<file path="src/rtl/mem_wait_ctrl.sv">
// mem_wait_ctrl: stalls the RV32I datapath while a data memory access is in flight.
// It freezes the PC and blocks register write-back until the load or store completes.
// Completion comes from a fixed latency or from a mem_ready handshake with a timeout.
//
// Ports:
//   clk            system clock, rising edge
//   rst            asynchronous active-low reset
//   opcode         inst[6:0] of the instruction at the current PC
//   mem_ready      data memory completion strobe (handshake mode only)
//   pc_enable      1: PC may load pc_next at the next edge
//   reg_write_load 1: register write-back permitted this cycle
//   mem_req        data memory access in progress
//   busy           FSM is in WAIT
//   wait_cnt       current counter value (0 in IDLE)
//   err_timeout    sticky handshake-timeout flag, cleared only by reset
module mem_wait_ctrl #(
  parameter int unsigned LOAD_LAT  = 1,
  parameter int unsigned STORE_LAT = 0,
  parameter int unsigned CNT_W     = 4,
  parameter int unsigned HANDSHAKE = 0,
  parameter int unsigned TIMEOUT   = 15
) (
  input  logic             clk,
  input  logic             rst,
  input  logic [6:0]       opcode,
  input  logic             mem_ready,
  output logic             pc_enable,
  output logic             reg_write_load,
  output logic             mem_req,
  output logic             busy,
  output logic [CNT_W-1:0] wait_cnt,
  output logic             err_timeout
);

  localparam logic [6:0]       OP_LOAD  = 7'b0000011;
  localparam logic [6:0]       OP_STORE = 7'b0100011;
  localparam logic [CNT_W-1:0] CNT_MAX  = '1;
  localparam logic [CNT_W-1:0] LOAD_N   = CNT_W'(LOAD_LAT);
  localparam logic [CNT_W-1:0] STORE_N  = CNT_W'(STORE_LAT);
  localparam logic [CNT_W-1:0] TO_LAST  = CNT_W'(TIMEOUT - 1);
  localparam logic [CNT_W-1:0] CNT_ONE  = CNT_W'(1);

  typedef enum logic {
    ST_IDLE = 1'b0,
    ST_WAIT = 1'b1
  } state_t;

  state_t           state_q, state_d;
  logic [CNT_W-1:0] cnt_q, cnt_d;
  logic             err_q, err_d;
  logic             pc_c, rwl_c, req_c;
  logic             is_load, is_mem;
  logic [CNT_W-1:0] op_n;

  // Op decode; the latency is captured in the counter on leaving IDLE,
  // so later opcode changes cannot affect an access already in flight.
  assign is_load = (opcode == OP_LOAD);
  assign is_mem  = is_load || (opcode == OP_STORE);
  assign op_n    = is_load ? LOAD_N : STORE_N;

  // State, counter and sticky error registers
  always_ff @(posedge clk or negedge rst) begin
    if (!rst) begin
      state_q <= ST_IDLE;
      cnt_q   <= '0;
      err_q   <= 1'b0;
    end else begin
      state_q <= state_d;
      cnt_q   <= cnt_d;
      err_q   <= err_d;
    end
  end

  // Next-state and Mealy stall outputs
  always_comb begin
    state_d = state_q;
    cnt_d   = cnt_q;
    err_d   = err_q;
    pc_c    = 1'b1;
    rwl_c   = 1'b1;
    req_c   = 1'b0;
    unique case (state_q)
      ST_IDLE: begin
        cnt_d = '0;
        if (is_mem) begin
          req_c = 1'b1;
          if (HANDSHAKE != 0) begin
            if (!mem_ready) begin
              pc_c    = 1'b0;
              rwl_c   = 1'b0;
              state_d = ST_WAIT;
            end
          end else if (op_n != '0) begin
            pc_c    = 1'b0;
            rwl_c   = 1'b0;
            state_d = ST_WAIT;
            cnt_d   = op_n - CNT_ONE;
          end
        end
      end
      ST_WAIT: begin
        req_c = 1'b1;
        if (HANDSHAKE != 0) begin
          if (mem_ready) begin
            state_d = ST_IDLE;
            cnt_d   = '0;
          end else if (cnt_q == TO_LAST) begin
            // Forced completion: release the PC but drop the stale load data
            rwl_c   = 1'b0;
            err_d   = 1'b1;
            state_d = ST_IDLE;
            cnt_d   = '0;
          end else begin
            pc_c  = 1'b0;
            rwl_c = 1'b0;
            cnt_d = (cnt_q == CNT_MAX) ? cnt_q : cnt_q + CNT_ONE;
          end
        end else if (cnt_q != '0) begin
          pc_c  = 1'b0;
          rwl_c = 1'b0;
          cnt_d = cnt_q - CNT_ONE;
        end else begin
          state_d = ST_IDLE;
        end
      end
      default: begin
        state_d = ST_IDLE;
        cnt_d   = '0;
      end
    endcase
  end

  // Combinational outputs are forced low while reset is held
  assign pc_enable      = rst & pc_c;
  assign reg_write_load = rst & rwl_c;
  assign mem_req        = rst & req_c;
  assign busy           = (state_q == ST_WAIT);
  assign wait_cnt       = cnt_q;
  assign err_timeout    = err_q;

endmodule
</file>
<file path="config.mk">
export PLATFORM = sky130hd
export DESIGN_NAME = mem_wait_ctrl
export DESIGN_NICKNAME = d
export VERILOG_FILES = /design/src/rtl/mem_wait_ctrl.sv
export SDC_FILE = /design/constraint.sdc
export NUM_CORES = 1
export LEC_CHECK = 0
export BUFFER_PORTS_ARGS = -buffer_cell sky130_fd_sc_hd__buf_4
export CORE_AREA = 2 2 39 41
export DETAILED_ROUTE_END_ITERATION = 12
export DIE_AREA = 0 0 41 43
export PLACE_DENSITY = 0.45
export SETUP_SLACK_MARGIN = 0.15
export SLEW_MARGIN = 10
export SYNTH_ARGS = -nofsm -noshare
export SYNTH_HDL_FRONTEND = slang
export SYNTH_SLANG_ARGS = --single-unit
</file>
<file path="constraint.sdc">
create_clock -name clk -period 2.77 [get_ports clk]
set_input_delay 0.1385 -clock clk [delete_from_list [all_inputs] [get_ports clk]]
set_output_delay 0.1385 -clock clk [all_outputs]
set_load 0.005 [all_outputs]
</file>
* Word-level counts from Yosys, hierarchy flattened
Cells that the tools add are included.
Widths: inputs -> output; s select.
** Storage, ports and cells
- Latch bits :: 0
- Memory bits (read-only) :: 0
- Memories kept :: 0
- Output and inout port bits :: 9
- Bits of input ports :: 10
- Logic and storage cells :: 28
- Memory bits (writable) :: 0
- Register bits after elaboration :: 5
** Operators by class
- Div/mod/pow operators :: 0
- Reduce and logical (&&, ||, !) cells :: 3
- Multiply operators :: 0
- Add/sub/neg operators :: 2
- Multiplexer cells :: 15
- Bitwise logic cells :: 3
- Shifts and indexed selects :: 0
- Eq/ne operators :: 3
- Magnitude comparators :: 0
** Operators by type and width (count)
- $mux 4 :: 3
- $mux 1 :: 8
- $pmux 4 s2 :: 1
- $reduce_bool 4->1 :: 2
- $eq 7x2->1 const B :: 1
- $eq 7x6->1 const B :: 1
- $pmux 1 s2 :: 3
- $sub 4x1->4 const B :: 1
- $and 1x1->1 :: 2
- $ne 2x1->1 const B :: 1
- $sub 1x1->2 const B :: 1
- $logic_or 1x1->1 :: 1
- $not 1->1 :: 1

* Logic depth before layout (Yosys ltp)
Gate-level depths: netlist of run 1.
- Depth in word-level cells :: 7
- Depth in mapped cells :: 6
- Gate-level depth less buffers :: 5

* Worst setup path before layout of run 1
No wires, ideal clock.
- Path type :: register to output
- Start :: register cnt_q[0] (netlist: wait_cnt[0])
- End :: output reg_write_load
- Cell stages (with the launch flop) :: 7
- Arrival time :: 1.509 ns
- Path slack :: 1.122 ns
- Path buffers :: 1
- Cells stage by stage :: dfrtp_1 > inv_1 > ha_1 > or3b_4 > a32o_2 > nor2_2 > buf_4
** On the way
- Longest elaborated chain between the ends :: 4
** Ends and longest elaborated chain
- start: declaration :: RTL line 49 : logic [CNT_W-1:0] cnt_q, cnt_d;
- start signal: assignment :: RTL line 69 : cnt_q <= cnt_d;
- $reduce_bool 4->1 :: RTL line 118 : end else if (cnt_q != '0) begin
- $mux 1
- $pmux 1 s2
- $and 1x1->1
- end: declaration :: RTL line 28 : output logic reg_write_load,
Every way passes these cells.

* Final worst setup path of run 1
- Start :: register cnt_q[0] (netlist: wait_cnt[0])
- End :: output reg_write_load
** On the way
- Longest elaborated chain between the ends :: 4
** Ends and longest elaborated chain
- $reduce_bool 4->1 :: RTL line 118
- $mux 1 :: RTL line 118
- $pmux 1 s2 :: RTL line 82 : unique case (state_q)
- $and 1x1->1 :: RTL line 135 : assign reg_write_load = rst & rwl_c;
Every way passes these cells.

==> results of run 1 <==
[final cells by class]
type / instances / area [um2] / area share [%]
Inverter: 3 / 11.26 / 2.452
Clock buffer: 4 / 26.28 / 5.722
Tap cell: 16 / 20.02 / 4.360
Timing Repair Buffer: 17 / 130.1 / 28.34
Multi-Input combinational cell: 21 / 146.4 / 31.88
Sequential cell: 5 / 125.1 / 27.25
[cells by family (layout without fill, tap and decap cells)]
group,Yosys count,after routing,share of synthesized area [%]
multiplexers,1,1,3.361
XOR/XNOR,1,1,2.942
AND/OR/NAND/NOR,13,13,26.05
adder cells (fa/ha/maj),1,1,4.201
other,1,1,1.259
buffers and inverters,5,24,8.822
flip-flops,5,5,42.02
AO/OA/AOI/OAI,4,4,11.34
[metal layers]
metal  vias up  share of wire [%]  track usage, %
li1        140                  -               -
met1       132                 44           11.04
met2         8                 50           13.75
met3         0                6.0           7.853
met4         0                  0           2.000
met5         -                  0               0
[metrics by stage]
| step | setup slack [ns] | instances | cell area [um2] | hold WS [ns] |
|---|---|---|---|---|
| 4_1_cts | 0.7936 | 66 | 459.2 | 0.2384 |
| 3_3_place_gp | 1.063 | 61 | 422.9 | -0.04902 |
| 3_5_place_dp | 1.068 | 61 | 422.9 | -0.04509 |
| 2_1_floorplan | 1.122 | 31 | 297.8 | -0.1571 |
| 6_report | 0.8230 | 66 | 459.2 | 0.2419 |
| 5_1_grt | 0.7162 | 66 | 459.2 | 0.2486 |
[flip-flops by register name (all words and copies together), names as in the netlist]
register,cells
busy,1
wait_cnt,4
[synth_stat cells, drive strengths merged]
cell | count | share of area (%)
nor4bb | 1 | 3.4
dfrtp | 5 | 42
nor2 | 5 | 7.1
xnor2 | 1 | 2.9
conb | 1 | 1.3
nor3 | 1 | 1.7
nor2b | 1 | 2.1
o211a | 1 | 3.4
a21oi | 1 | 1.7
buf | 2 | 5.0
nand2b | 1 | 2.1
or3b | 1 | 3.8
a21boi | 1 | 2.5
nand2 | 1 | 1.3
inv | 3 | 3.8
ha | 1 | 4.2
nand3b | 1 | 2.5
a32o | 1 | 3.8
mux2i | 1 | 3.4
and2 | 1 | 2.1
[layout by cell type (no fill, tap or decap), types with 3 or more instances in the layout]
cell	Yosys	final
buf_4	2	16
clkbuf_4	0	3
nor2_1	4	4
dfrtp_1	5	5
inv_1	3	3
[final timing paths]
path | to | slack, ns | depth (start not counted)
worst max-delay path | reg_write_load | 0.82 | 6
worst min register to register | wait_cnt[1]$_DFFE_PN0P_ | 0.59 | 1
min in group clk | busy$_DFF_PN0_ | 0.32 | 3
max in group asynchronous | busy$_DFF_PN0_ | 2.41 | 2
worst min-delay path | wait_cnt[2]$_DFFE_PN0P_ | 0.24 | 2
worst max register to register | wait_cnt[0]$_DFFE_PN0P_ | 1.28 | 5
[what timing repair did]
item	4_1_cts	5_1_grt
endpoints found under the hold margin	5	0
resized for setup	0	0
hold buffers	1	0
[power groups by stage]
stage,logic (mW),registers [mW],clock network [mW]
4_1_cts,0.0181,0.0734,0.0913
5_1_grt,0.0197,0.0734,0.0962
3_3_place_gp,0.0167,0.0746,0
6_report,0.0177,0.0735,0.0855
3_5_place_dp,0.0169,0.0746,0
2_1_floorplan,0.00583,0.0746,0
==> results.ini, run 1 <==
[setup_path]
cp_top_family=simple AND/OR/NAND/NOR gates
cp.required_ns=2.63
crit_fanout=4
critical_path_class=flop to output port
r2r_start=wait_cnt[0]$_DFFE_PN0P_
crit_start=wait_cnt[0]$_DFFE_PN0P_
max_stage_delay_ns=0.42
crit_chain=inv_1, ha_1, or3b_4, a32o_2, nor2_2, buf_4
cp-start-kind=flop
crit_slowest_cell=or3b_4
cp.buffers_inverters=2
critical_path_arrival_ns=1.81
critPathCaptureType=output port

[drt]
wl_um=670
drtAntennaViolNets=0
wl_per_cell_um=10.15
drtPass1Iterations=4
route.detailed.drc=0
vias=280
drtIter0Drc=4
vias_per_cell=4.242

[timing]
skew_ns=0.002038
finalCritPeriodShare_pct=70.29
hold_viol=0
fin_tns_setup_ns=0
fin_crit_ns=1.947
drv_slew=0
setup-violations-final=0
fmax_ghz=0.5136
rsz0062_at_grt=no

[clocking]
cts_buffer_depth=2
htreeDepth=1
root_buffer=clkbuf_4
clock_latency_ns=0.24
cts_tree=yes
cts.clk_slew.worst_paths_ns=0.05
post_cts_buffers=0
cts_buffers=3
cts_sinks=5

[cells_and_area]
fin_util_pct=33.18
syn_to_final_growth_pct=54.20
fill_cells=148
n_antenna_cell=0
drive_above_1_share_pct=44.00
final_nets=62

[logic_synthesis]
syn_area_per_cell_um2=9.606
synth_warnings=0
seq_area_frac_synth_pct=42.02
syn_area_um2=297.8
synth_cells=31
synth_fp_nets=42
ys_ff_latch=5
yosysUniqueCellTypes=21

[die]
row_count=14
ioPinCount=19
core_mm2=0.001384
die_w_um=41
fp.dieArea_mm2=0.001763
die_height_um=43
initial_core_util_pct=21.52

[global_routing]
grt_pass1_wl_um=1117
grt_pass1_vias=258
grtUsageTotal_pct=9.668
grt_max_degree=9
antenna_found_initial=0
grt-ovfl-total=0

[pwr]
netSwitchingPower_mw=0.03713
pwr-share-seq_pct=41.6
comb_power_share_pct=10.0
leakage_nw=0.2531
swShare_pct=21.01
irDropWorstVdd_mv=0.1561
p_int_mw=0.1395
power_density_mw_per_mm2=384.7
p_clk_share_pct=48.4
p_total_mw=0.1767

[placement]
dp_hpwl_um=524.7
port_buffers=16
routabilityCongestion=0.6155

[worst_hold_path]
hp-class=input port to async pin

[run]
drv_cap=0

[run_status]
status=finished clean

Note: power is estimated with default switching activity, not from simulation.
==> run 2, diff against run 1 <==
- PLACE_DENSITY: 0.45 -> 0.46
- clock period: 2.77 -> 1.6 ns (I/O delays scaled with it)
==> run 2 against run 1 <==
  * Largest cell class is now buffers
  * Sequential power rose by 73%
  * Worst setup slack got worse by 0.99 ns
  * First-iteration DRC count fell by 75%
  * Highest routed layer unchanged
  * The flow now finishes with violations (negative setup slack)
  * Total power rose by 74%
==> results.ini, run 2 (same netlist as run 1, synthesis figures left out) <==
[run_status]
status=complete, but fails checks  ; was finished clean
violations=negative setup slack

[timing]
rsz0062_at_grt=yes  ; was no
skew_ns=0.001418  ; was 0.002038 ns
layout_setup_ws_ns=-0.1700  ; was 0.8230 ns
finalCritPeriodShare_pct=110.6
fin_crit_ns=1.770
hold_ws_ns=0.1941  ; was 0.2419 ns
fmax_ghz=0.5650
setup-violations-final=4  ; was 0
hold_viol=0  ; unchanged
drv_slew=0  ; unchanged

[worst_hold_path]
hp-class=input port to async pin  ; unchanged

[placement]
dp_hpwl_um=597.1  ; was 524.7 um
routabilityCongestion=0.6758  ; was 0.6155
port_buffers=16  ; unchanged
pre_cts_ws_ns=0.005724  ; was 1.068 ns

[die]
row_count=14  ; unchanged
core_mm2=0.001384  ; unchanged
die_w_um=41  ; unchanged
initial_core_util_pct=21.52  ; unchanged
fp.dieArea_mm2=0.001763  ; unchanged
ioPinCount=19  ; unchanged
die_height_um=43  ; unchanged

[global_routing]
grt_max_degree=9  ; unchanged
grt_pass1_wl_um=1283  ; was 1117 um
grt_pass1_vias=333  ; was 258
grtUsageTotal_pct=11.81  ; was 9.668%
antenna_found_initial=0  ; unchanged
grt-ovfl-total=0  ; unchanged

[clocking]
clock_latency_ns=0.24  ; about the same
htreeDepth=1  ; unchanged
root_buffer=clkbuf_4  ; unchanged
cts_tree=yes  ; unchanged
cts_buffers=3  ; unchanged
cts_sinks=5  ; unchanged
cts.clk_slew.worst_paths_ns=0.05  ; about the same
cts_buffer_depth=2  ; unchanged

[setup_path]
r2r_start=wait_cnt[1]$_DFFE_PN0P_  ; was wait_cnt[0]$_DFFE_PN0P_
critPathCaptureType=output port  ; unchanged
cp_top_family=simple AND/OR/NAND/NOR gates  ; unchanged
crit_chain=inv_2, ha_4, or3b_4, a32o_2, nor2_2, buf_4  ; was inv_1, ha_1, or3b_4, a32o_2, nor2_2, buf_4
cp.buffers_inverters=2  ; unchanged
max_stage_delay_ns=0.39  ; was 0.42 ns
path_depth=6  ; unchanged
crit_slowest_cell=dfrtp_1  ; was or3b_4
critical_path_class=flop to output port  ; unchanged
r2r-end=wait_cnt[0]$_DFFE_PN0P_  ; unchanged
worstRegToRegCells=8  ; was 5
cp-start-kind=flop  ; unchanged
crit_fanout=2  ; was 4
cp.required_ns=1.52  ; was 2.63 ns
regToRegSetupSlack_ns=-0.08  ; was 1.28 ns
critical_path_arrival_ns=1.69  ; was 1.81 ns

[run]
drv_cap=0  ; unchanged

[drt]
drtPass1Iterations=2  ; was 4
drtIter0Drc=1  ; was 4
route.detailed.drc=0  ; unchanged
vias=310  ; was 280
wl_per_cell_um=10.89  ; was 10.15 um
wl_um=806  ; was 670 um
drtAntennaViolNets=0  ; unchanged
vias_per_cell=4.189  ; was 4.242

[cells_and_area]
final_nets=70  ; was 62
n_antenna_cell=0  ; unchanged
drive_above_1_share_pct=56.90  ; was 44.00%
syn_to_final_growth_pct=81.09  ; was 54.20%
largest_register_ffs=4  ; unchanged
mostFrequentLayoutCells=buf_4, dfrtp_1, nor2_1  ; unchanged
final_common_cell=buf_4  ; unchanged
fill_cells=152  ; was 148

[pwr]
power_density_mw_per_mm2=570.7  ; was 384.7 mW/mm2
leakage_nw=0.2976  ; was 0.2531 nW
irDropWorstVdd_mv=0.2941  ; was 0.1561 mV

[run 2: metrics by stage]
stage	cell area [um2]	total power, mW	instances	TNS [ns]	utilization (%)
global placement	450.4	0.1573	63	0	32.55
floorplan	310.3	0.1390	31	0	-
finish	539.3	0.3077	74	-0.4449	38.97
global route	539.3	0.3299	74	-0.7295	38.97
CTS	528.0	0.3155	73	-0.3557	38.16
detailed placement	450.4	0.1582	63	0	32.55
[run 2: worst max-delay path by stage]
stage | from | to | slack [ns]
global route | wait_cnt[0]$_DFFE_PN0P_ | reg_write_load | -0.26
floorplan | wait_cnt[0]$_DFFE_PN0P_ | reg_write_load | 0.04
global placement | wait_cnt[0]$_DFFE_PN0P_ | reg_write_load | 0.05
detailed placement | wait_cnt[0]$_DFFE_PN0P_ | reg_write_load | 0.006
finish | wait_cnt[1]$_DFFE_PN0P_ | reg_write_load | -0.17
CTS | wait_cnt[0]$_DFFE_PN0P_ | reg_write_load | -0.18
[run 2: worst reg2reg max path, stage by stage, from the launching register on]
cell and delay (ns):
dfrtp_1 0.39, inv_2 0.08, ha_4 0.13, or3b_4 0.38, buf_4 0.14, buf_6 0.10, buf_6 0.11, xnor2_1 0.11
and2_1 0.15
[run 2: power by group]
| part | switching, mW | total, mW | leakage, nW | internal [mW] |
|---|---|---|---|---|
| clock network | 0.0550 | 0.149 | 0.0150 | 0.0945 |
| registers | 0.000272 | 0.127 | 0.0699 | 0.127 |
| logic | 0.0108 | 0.0310 | 0.213 | 0.0202 |
[run 2: metal layers]
metal | vias to the layer above | wire length [um] | global-route usage, %
li1 | 154 | - | -
met1 | 140 | 252 | 10.46
met2 | 16 | 480 | 20.00
met3 | 0 | 73 | 3.141
met4 | 0 | 0 | 10.00
met5 | - | 0 | 0
[run 2: layout make-up]
class | count | area (um2) | share of cell area (%)
sequential | 5 | 125.1 | 23.20
clock buffer | 4 | 26.28 | 4.872
tap | 16 | 20.02 | 3.712
inverter | 3 | 11.26 | 2.088
timing repair buffer | 25 | 197.7 | 36.66
multi-input combinational | 21 | 158.9 | 29.47
[run 2: timing repair]
action,CTS,global route
setup buffers,5,1
pin swaps,3,0
hold endpoints to repair,5,0
gates resized for setup,2,1
hold buffers,1,0
endpoints found under the setup margin,4,4
